===== config.mk =====
export PLATFORM = sky130hd
export DESIGN_NAME = fpu_aligner
export DESIGN_NICKNAME = d
export VERILOG_FILES = /design/src/rtl/fpu_pkg.sv /design/src/rtl/fpu_sticky_shifter.sv /design/src/rtl/fpu_aligner.sv
export SDC_FILE = /design/constraint.sdc
export NUM_CORES = 1
export LEC_CHECK = 0
export BUFFER_PORTS_ARGS = -buffer_cell sky130_fd_sc_hd__buf_2
export CELL_PAD_IN_SITES_DETAIL_PLACEMENT = 1
export CELL_PAD_IN_SITES_GLOBAL_PLACEMENT = 1
export CORE_ASPECT_RATIO = 1.5
export CORE_MARGIN = 2
export CORE_UTILIZATION = 48
export DETAILED_ROUTE_END_ITERATION = 12
export GPL_TIMING_DRIVEN = 1
export PLACE_DENSITY = 0.91
export SLEW_MARGIN = 20
export SYNTH_ARGS = -nofsm -noshare
export SYNTH_HDL_FRONTEND = slang
export SYNTH_SLANG_ARGS = --single-unit

===== constraint.sdc =====
create_clock -name clk -period 5.94 [get_ports clk]
set_clock_uncertainty 0.1 [all_clocks]
set_input_delay 0 -clock clk [delete_from_list [all_inputs] [get_ports clk]]
set_output_delay 0 -clock clk [all_outputs]
set_load 0.05 [all_outputs]

===== src/rtl/fpu_pkg.sv =====
// -----------------------------------------------------------------------------
// fpu_pkg
// Shared definitions for the floating-point pre-add datapath.
//   - aligner_state_t : aligner FSM state encoding
//   - aligned_width() : width of an aligned mantissa, {hidden, fraction, G, R, S}
//   - GRS bit indices inside an aligned mantissa
// -----------------------------------------------------------------------------
package fpu_pkg;

    typedef enum logic [1:0] {
        ST_IDLE    = 2'd0,
        ST_COMPARE = 2'd1,
        ST_SHIFT   = 2'd2,
        ST_DONE    = 2'd3
    } aligner_state_t;

    // Guard, round and sticky occupy the three LSBs of an aligned mantissa.
    localparam int GRS_BITS   = 3;
    localparam int GUARD_BIT  = 2;
    localparam int ROUND_BIT  = 1;
    localparam int STICKY_BIT = 0;

    // Hidden bit + stored fraction + G/R/S.
    function automatic int aligned_width(input int mantissa_size);
        return mantissa_size + 1 + GRS_BITS;
    endfunction

endpackage : fpu_pkg


===== src/rtl/fpu_sticky_shifter.sv =====
// -----------------------------------------------------------------------------
// fpu_sticky_shifter
// Combinational logical right shift of a W-bit aligned mantissa. Every bit that
// falls off the bottom is OR-ed into bit 0, so the LSB keeps acting as sticky.
// An amount of W or more yields zero except for the sticky bit.
// Ports:
//   value  [W-1:0]     vector to shift
//   amount [AMT_W-1:0] shift distance
//   result [W-1:0]     shifted vector with sticky folded into bit 0
// -----------------------------------------------------------------------------
module fpu_sticky_shifter
    import fpu_pkg::*;
#(
    parameter int W     = 27,
    parameter int AMT_W = $clog2(W + 1)
) (
    input  logic [W-1:0]     value,
    input  logic [AMT_W-1:0] amount,
    output logic [W-1:0]     result
);

    logic [W-1:0] lost_mask;
    logic         sticky;

    always_comb begin
        // Ones in exactly the positions that are shifted out; all ones once
        // amount >= W because the left shift then clears the whole vector.
        lost_mask          = ~({W{1'b1}} << amount);
        sticky             = |(value & lost_mask);
        result             = value >> amount;
        result[STICKY_BIT] = result[STICKY_BIT] | sticky;
    end

endmodule : fpu_sticky_shifter


===== src/rtl/fpu_aligner.sv =====
// -----------------------------------------------------------------------------
// fpu_aligner
// Pre-add exponent aligner. Accepts two unpacked operands (hidden bit explicit),
// selects the one with the larger exponent and right-shifts the other mantissa
// by the exponent difference (clamped to W), preserving G/R/S.
// Build option:
//   FPU_ALIGNER_BARREL_EN : shift done in one cycle inside COMPARE (no SHIFT
//                           state, Shift_Step unused). Default: iterative,
//                           up to Shift_Step bits per SHIFT cycle.
// Ports:
//   clk, rst_n                    clock, asynchronous active-low reset
//   in_valid / in_ready           operand handshake (accepted only in IDLE)
//   a_mantissa, a_exponent        operand A, {hidden, fraction}
//   b_mantissa, b_exponent        operand B, {hidden, fraction}
//   out_valid / out_ready         result handshake (outputs held while stalled)
//   big_mantissa                  larger-exponent operand, {mant, 3'b000}
//   small_mantissa                aligned operand, {mant, G, R, S}
//   common_exponent               max(a_exponent, b_exponent)
//   swapped                       B had the strictly larger exponent
// -----------------------------------------------------------------------------
module fpu_aligner
    import fpu_pkg::*;
#(
    parameter int Mantissa_Size = 23,
    parameter int Exponent_Size = 8,
    parameter int Shift_Step    = 4
) (
    input  logic                                     clk,
    input  logic                                     rst_n,
    input  logic                                     in_valid,
    output logic                                     in_ready,
    input  logic [Mantissa_Size:0]                   a_mantissa,
    input  logic [Exponent_Size-1:0]                 a_exponent,
    input  logic [Mantissa_Size:0]                   b_mantissa,
    input  logic [Exponent_Size-1:0]                 b_exponent,
    output logic                                     out_valid,
    input  logic                                     out_ready,
    output logic [aligned_width(Mantissa_Size)-1:0]  big_mantissa,
    output logic [aligned_width(Mantissa_Size)-1:0]  small_mantissa,
    output logic [Exponent_Size-1:0]                 common_exponent,
    output logic                                     swapped
);

    localparam int W      = aligned_width(Mantissa_Size);
    localparam int AMT_W  = $clog2(W + 1);
    localparam int DIFF_W = Exponent_Size + 1;

    aligner_state_t         state_q, state_d;

    logic [Mantissa_Size:0] a_mant_q, b_mant_q;
    logic [Exponent_Size-1:0] a_exp_q, b_exp_q;
    logic [W-1:0]           big_q, small_q;
    logic [Exponent_Size-1:0] exp_q;
    logic                   swap_q;

    logic                   swap_c;
    logic [DIFF_W-1:0]      diff_c;
    logic [AMT_W-1:0]       rem_c;
    logic [W-1:0]           big_raw_c, small_raw_c;
    logic [Exponent_Size-1:0] big_exp_c;

    logic [W-1:0]           shift_in, shift_out;
    logic [AMT_W-1:0]       shift_amt;

`ifndef FPU_ALIGNER_BARREL_EN
    logic [AMT_W-1:0]       remaining_q;
    logic [AMT_W-1:0]       step_c;
`else
    logic                   unused_shift_step;
    assign unused_shift_step = |Shift_Step;
`endif

    // Operand selection and clamped exponent difference, from captured inputs.
    always_comb begin : compare_logic
        swap_c = (b_exp_q > a_exp_q);
        if (swap_c) begin
            diff_c      = {1'b0, b_exp_q} - {1'b0, a_exp_q};
            big_raw_c   = {b_mant_q, {GRS_BITS{1'b0}}};
            small_raw_c = {a_mant_q, {GRS_BITS{1'b0}}};
            big_exp_c   = b_exp_q;
        end else begin
            diff_c      = {1'b0, a_exp_q} - {1'b0, b_exp_q};
            big_raw_c   = {a_mant_q, {GRS_BITS{1'b0}}};
            small_raw_c = {b_mant_q, {GRS_BITS{1'b0}}};
            big_exp_c   = a_exp_q;
        end
        // Beyond W every mantissa bit ends up in sticky, so larger distances
        // are equivalent to W.
        if (32'(diff_c) >= 32'(W)) rem_c = AMT_W'(W);
        else                       rem_c = AMT_W'(diff_c);
    end

`ifndef FPU_ALIGNER_BARREL_EN
    assign step_c    = (remaining_q > AMT_W'(Shift_Step)) ? AMT_W'(Shift_Step) : remaining_q;
    assign shift_in  = small_q;
    assign shift_amt = step_c;
`else
    assign shift_in  = small_raw_c;
    assign shift_amt = rem_c;
`endif

    fpu_sticky_shifter #(
        .W     (W),
        .AMT_W (AMT_W)
    ) u_shifter (
        .value  (shift_in),
        .amount (shift_amt),
        .result (shift_out)
    );

    // FSM: state register.
    // NOTE: sequential state uses non-blocking assignments so every flop
    // samples pre-edge values regardless of block evaluation order.
    always_ff @(posedge clk or negedge rst_n) begin
        if (!rst_n) state_q <= ST_IDLE;
        else        state_q <= state_d;
    end

    // FSM: next-state logic.
    // NOTE: state_d gets a default before the case so no path leaves it
    // unassigned, which would otherwise infer a latch.
    always_comb begin
        state_d = state_q;
        case (state_q)
            ST_IDLE:    if (in_valid) state_d = ST_COMPARE;
`ifndef FPU_ALIGNER_BARREL_EN
            ST_COMPARE: state_d = (rem_c != '0) ? ST_SHIFT : ST_DONE;
            ST_SHIFT:   if (remaining_q == step_c) state_d = ST_DONE;
`else
            ST_COMPARE: state_d = ST_DONE;
`endif
            ST_DONE:    if (out_ready) state_d = ST_IDLE;
            default:    state_d = ST_IDLE;
        endcase
    end

    // FSM: outputs.
    always_comb begin
        in_ready  = (state_q == ST_IDLE);
        out_valid = (state_q == ST_DONE);
    end

    // Datapath registers. Nothing changes in DONE, which holds the result
    // stable under backpressure.
    // NOTE: the datapath flops are reset too, because the result outputs are
    // required to read zero while reset is applied.
    always_ff @(posedge clk or negedge rst_n) begin
        if (!rst_n) begin
            a_mant_q    <= '0;
            b_mant_q    <= '0;
            a_exp_q     <= '0;
            b_exp_q     <= '0;
            big_q       <= '0;
            small_q     <= '0;
            exp_q       <= '0;
            swap_q      <= 1'b0;
`ifndef FPU_ALIGNER_BARREL_EN
            remaining_q <= '0;
`endif
        end else begin
            case (state_q)
                ST_IDLE: begin
                    if (in_valid) begin
                        a_mant_q <= a_mantissa;
                        b_mant_q <= b_mantissa;
                        a_exp_q  <= a_exponent;
                        b_exp_q  <= b_exponent;
                    end
                end
                ST_COMPARE: begin
                    big_q  <= big_raw_c;
                    exp_q  <= big_exp_c;
                    swap_q <= swap_c;
`ifndef FPU_ALIGNER_BARREL_EN
                    small_q     <= small_raw_c;
                    remaining_q <= rem_c;
`else
                    small_q     <= shift_out;
`endif
                end
`ifndef FPU_ALIGNER_BARREL_EN
                ST_SHIFT: begin
                    small_q     <= shift_out;
                    remaining_q <= remaining_q - step_c;
                end
`endif
                default: ;
            endcase
        end
    end

    assign big_mantissa    = big_q;
    assign small_mantissa  = small_q;
    assign common_exponent = exp_q;
    assign swapped         = swap_q;

endmodule : fpu_aligner


* Yosys cells after proc, flatten, opt, wreduce, memory -nomap -nowiden
Index checks and enable logic that the tools add are counted.
Word-level totals: flip-flop bits (word level) 134, bits of input ports 68, output and inout bits 65
Cells by class: add/subtract/negate cells 3, $lt $le $gt $ge 3, equal/unequal tests 7, shifts and indexed selects 2, muxes and demuxes 13, bitwise gates (word level) 3, reduce and logical (&&, ||, !) cells 6
Operators by type and width (number):
- 2-to-1 mux 27 bit | 2
- one-hot mux 27 bit (2 select lines) | 1
- bitwise AND 27 bit | 1
- inverter 27 bit | 1
- OR reduction 27 bit | 1
- left shift 27 x 5 -> 27 bit (first input constant) | 1
- >> shifter 27 x 5 -> 27 bit | 1
- subtractor 8 x 8 -> 9 bit | 2
- 2-to-1 mux 5 bit | 2
- one-hot mux 5 bit (2 select lines) | 1
- greater-or-equal comparator 9 x 5 -> 1 bit (second input constant) | 1
- 2-to-1 mux 9 bit | 1
- greater-than comparator 8 bit | 1
- 2-to-1 mux 8 bit | 1
- one-hot mux 2 bit (4 select lines) | 1
- 2-to-1 mux 2 bit | 3
- == test 5 bit | 1
- greater-than comparator 5 x 3 -> 1 bit (second input constant) | 1
- nonzero test 5 bit | 1
- subtractor 5 bit | 1
- == test 2 bit (second input constant) | 2
- inequality test 2 bit (second input constant) | 2
- AND reduction 3 bit | 1
- == test 2 x 1 -> 1 bit (second input constant) | 1
- other kinds (6) | 6

* Depth between registers and ports, before layout
depth after elaboration 8, mapped depth 12, depth with buffers taken out 12

* Hierarchy
From an unflattened synthesis, not the netlist that was laid out.
Second synthesis, totals: cell total of the unflattened synthesis 831, area, all modules 8503.2 sq um
Modules (own cells, without submodules):
- fpu_aligner | times used 1, cells an instance 620, area each 6722.7 sq um, seq. area each 3278.1 sq um
- fpu_sticky_shifter | times used 1, cells an instance 211, area each 1780.5 sq um, seq. area each 0.0 sq um

* Worst setup path before layout
No wires, ideal clock.
path kind register -> register, start point register b_exp_q[0], end point register remaining_q[3], arrival time 2.380 ns, data required time 5.709 ns, setup slack 3.329 ns, stages on the path, launching flop included 12, path buffers 0, period minus slack after synthesis 2.611 ns, cell sequence dfrtp_1 -> inv_1 -> ha_1 -> inv_1 -> fa_1 -> a21o_1 -> a21oi_2 -> o211ai_1 -> a211oi_1 -> o2bb2ai_2 -> a21oi_1 -> or3_1
Between the ends: longest elaborated chain between the ends 5, elaborated cells on any way between the ends 7, classes of those cells add/sub (2); order compare (2); mux (3)
RTL lines:
- from (decl) | line fpu_aligner.sv:51 | logic [Exponent_Size-1:0] a_exp_q, b_exp_q;
- from (signal assigned) | line fpu_aligner.sv:167 | b_exp_q <= b_exponent;
- subtractor 8 x 8 -> 9 bit, or another cell as far along | line fpu_aligner.sv:82 | diff_c = {1'b0, a_exp_q} - {1'b0, b_exp_q};
- 2-to-1 mux 9 bit * | line fpu_aligner.sv:76 | if (swap_c) begin
- greater-or-equal comparator 9 x 5 -> 1 bit | line fpu_aligner.sv:89 | if (32'(diff_c) >= 32'(W)) rem_c = AMT_W'(W);
- 2-to-1 mux 5 bit * | line fpu_aligner.sv:89
- one-hot mux 5 bit (2 select lines) * | line fpu_aligner.sv:161 | case (state_q)
- to (signal assigned) | line fpu_aligner.sv:176 | remaining_q <= rem_c;
- to (signal assigned) | line fpu_aligner.sv:184 | remaining_q <= remaining_q - step_c;
- to (decl) | line fpu_aligner.sv:66 | logic [AMT_W-1:0] remaining_q;
Every way passes the cells marked *; elsewhere a longest branch is shown, timed or not. A chain may end at the register's enable or synchronous reset.

* Worst setup path in the final report
start point register a_exp_q[1], end point register remaining_q[1]
Between the ends: longest elaborated chain between the ends 5, elaborated cells on any way between the ends 7, classes of those cells add/sub (2); order compare (2); mux (3)
RTL lines:
- from (decl) | line fpu_aligner.sv:51
- from (signal assigned) | line fpu_aligner.sv:166 | a_exp_q <= a_exponent;
- subtractor 8 x 8 -> 9 bit, or another cell as far along | line fpu_aligner.sv:82
- 2-to-1 mux 9 bit * | line fpu_aligner.sv:76
- greater-or-equal comparator 9 x 5 -> 1 bit | line fpu_aligner.sv:89
- 2-to-1 mux 5 bit * | line fpu_aligner.sv:89
- one-hot mux 5 bit (2 select lines) * | line fpu_aligner.sv:161
Marks and branches as above.

==> metrics.md <==
| Metric | Value |
|---|---|
| CTS Buf Count | `17` |
| # Max-Cap Violations | `0` |
| Synth cell count leaders | `131 x dfrtp_1, 86 x mux2_2, 56 x a21oi_1` |
| Cell Area, Synth | `7641 µm²` |
| M1 WL | `11780 µm` |
| Pin count of the biggest net entering global routing | `72` |
| Minimum clock period after layout | `4218 ps` |
| Cell with the most instances after synthesis | `dfrtp_1` |
| Num rows | `56` |
| Main synth FF type | `dfrtp_1` |
| Yosys Warn Count | `0` |
| Number of global-route vias before repair | `8069` |
| Share of layout cells above drive strength 1 | `31.94%` |
| WP data arrival | `4440 ps` |
| Sequential share of the synthesized area | `42.90%` |
| Seq cells post-synth | `131` |
| First-pass GRT wire length | `50980 µm` |
| Final hold vios | `0` |
| Crit path from | `a_exp_q[1]$_DFFE_PN0P_` |
| # clock sinks | `131` |
| CP max stage delay | `930 ps` |
| Detail Placement HPWL | `15880 µm` |
| Post-CTS sizing | `0` |
| GRT Total Usage | `41.15%` |
| Clk buf depth | `2` |
| CP Capture Type | `register` |
| Cell mode on critical path | `nand2_1` |
| Relative max-transition margin | `28.29%` |
| Starting Density | `48.90%` |
| Syn Inst Count | `729` |
| Max stage delay cell, worst path | `o31ai_4` |
| RSZ-0062 raised after global routing | `false` |
| Final setup vio count | `0` |
| DR pass1 iterations | `5` |
| Flop2flop setup slack | `1720 ps` |
| Die height | `158.5 µm` |
| Routed vias | `7466` |
| Cell taking the most area after synthesis | `dfrtp_1` |
| Post-Route WL | `33770 µm` |
| Clock Latency Late Sink | `460 ps` |
| Met2 Routed Length | `16590 µm` |
| Met3 wire len | `2769 µm` |
| Worst slew pin tran | `1076 ps` |
| Synthesized area per cell | `10.48 µm²` |
| Overflow after GRT | `0` |
| Crit-path cells | `inv_1 -> ha_1 -> nor2b_4 -> o211ai_2 -> a311oi_2 -> o31ai_4 -> buf_4 -> o211ai_1 -> nand2_1 -> nand2_1 -> a31oi_1` |
| Peak Freq | `0.2371 GHz` |
| Ys async rst share | `100.0%` |
| Reg2reg start | `a_exp_q[1]$_DFFE_PN0P_` |
| Number of routed nets with antenna violations | `0` |
| Post-synth EDFFs | `0` |
| DRC | `0` |
| Highest routed layer | `met4` |
| Worst R2R End | `remaining_q[1]$_DFFE_PN0P_` |
| Worst Setup Start Kind | `register` |
| Crit Path Class | `reg2reg` |
| Setup Total Neg Slack | `0 ps` |
| R2r worst-path depth | `11` |
| DRT iter0 DRCs | `887` |
| I/O pin cnt | `133` |
| Top post-synthesis cells by area | `dfrtp_1 43%, mux2_2 13%, mux4_2 5.6%, mux2i_1 4.2%, a21oi_1 3.7%` |
| Area grow syn2layout | `26.08%` |
| Nets@finish | `989` |
| Worst Hold Launch | `out_ready` |
| Clk pin slew, worst setup/hold paths | `80 ps` |
| H-tree lvl count | `4` |
| CTS tree | `yes` |
| PortBufs | `129` |
| Clk root buf | `clkbuf_16` |
| Max-slew violation count | `0` |
| Crit Path Max Fanout | `29` |
| RD Place Congestion | `0.8483` |
| Status | `finished clean` |
| Share of the synthesized area in the top cell type | `42.90%` |
| Cell variety after synth | `61` |
| Die W | `107.0 µm` |
| Fin crit share | `71.01%` |
| DR vias/cell | `6.690` |
| Hold Path Sink | `state_q[0]$_DFFE_PN0P_` |
| Full die area | `16960 µm²` |
| Hold Crit Class | `in2reg` |
| Min-Delay Path Depth | `5` |
| Routed wire per std cell | `30.26 µm` |
| Core Region | `15630 µm²` |
| Critical Path RT | `6160 ps` |
| Initial antenna violation count | `0` |
## flip-flops by register name, summed over array words and instances, names as in the netlist
name	cells
a_exp_q	8
a_mant_q	24
b_exp_q	8
b_mant_q	24
big_mantissa	24
common_exponent	8
remaining_q	5
small_mantissa	27
state_q	2
swapped	1
## through the flow
step	cells	hold WS, ps	utilization [%]	setup slack [ps]	cell area, µm²
6_report	1116	99.29	61.66	1722	9634
4_1_cts	1114	91.69	61.63	2213	9629
3_3_place_gp	1015	86.09	53.47	2575	8354
5_1_grt	1114	167.4	61.63	1664	9629
2_1_floorplan	731	-395.6	-	3329	7649
3_5_place_dp	1015	99.74	53.47	2385	8354
## layout make-up
cell class                      count  area, µm²
Inverter                           44      165.2
Antenna cell                        2      5.005
Sequential cell                   131       3278
Tap cell                          203      254.0
Timing Repair Buffer              205       1386
Fill cell                        1638       5991
Clock buffer                       17      425.4
Multi-Input combinational cell    499       3941
Clock inverter                     15      178.9
## cell families after synthesis
family | count (synthesis) | share of synthesized area (%)
AO/OA/AOI/OAI | 177 | 15.03
XOR/XNOR | 7 | 0.8024
adder cells (fa/ha/maj) | 23 | 3.963
buffers and inverters | 101 | 5.895
flip-flops | 131 | 42.90
multiplexers | 137 | 22.47
other | 2 | 0.09828
AND/OR/NAND/NOR | 151 | 8.842
## routing by layer
layer / global-route usage, % / vias up
li1: - / 2938
met1: 47.89 / 3765
met2: 67.18 / 569
met3: 9.374 / 194
met4: 28.63 / 0
met5: 0 / -
## how the worst max path moves through the flow
stage	to	slack [ps]	depth (start not counted)
global route	remaining_q[1]$_DFFE_PN0P_	1660	11
detailed placement	small_mantissa[15]$_DFFE_PN0P_	2390	11
global placement	small_mantissa[15]$_DFFE_PN0P_	2580	11
floorplan	remaining_q[3]$_DFFE_PN0P_	3330	11
CTS	remaining_q[0]$_DFFE_PN0P_	2210	11
finish	remaining_q[1]$_DFFE_PN0P_	1720	11
## critical path, delay by kind of cell, from the launching register on
kind	cells	cell delay, ps
AO/OA/AOI/OAI	5	1870
buffers and inverters	2	750
adder cells (fa/ha/maj)	1	400
flip-flops	1	540
AND/OR/NAND/NOR	3	400
## layout by cell type, fill, tap and decap left out, types with 3 or more instances in the layout
master / count
mux2i_1: 32
a21oi_1: 56
ha_1: 19
conb_1: 4
mux2_2: 86
o21ai_1: 6
dlygate4sd3_1: 67
o21ai_0: 35
inv_6: 6
inv_8: 5
nand2_1: 53
a31oi_1: 5
buf_2: 128
clkbuf_16: 17
xnor2_1: 7
nand2b_1: 3
or3_1: 3
and2_1: 7
nand3b_1: 3
a211oi_1: 4
nor3_1: 7
nand4_1: 3
a21o_1: 3
nor2_1: 55
nand3_1: 9
mux4_2: 19
buf_4: 10
dfrtp_1: 131
a211oi_2: 3
o211ai_1: 37
inv_1: 44
## timing repair
action | CTS | global route
hold buffers | 67 | 0
buffers inserted | 0 | 0
hold endpoints to repair | 135 | 0
Power is not shown: default switching activity piles up to over one toggle a cycle in this logic, so the estimate is an artifact.
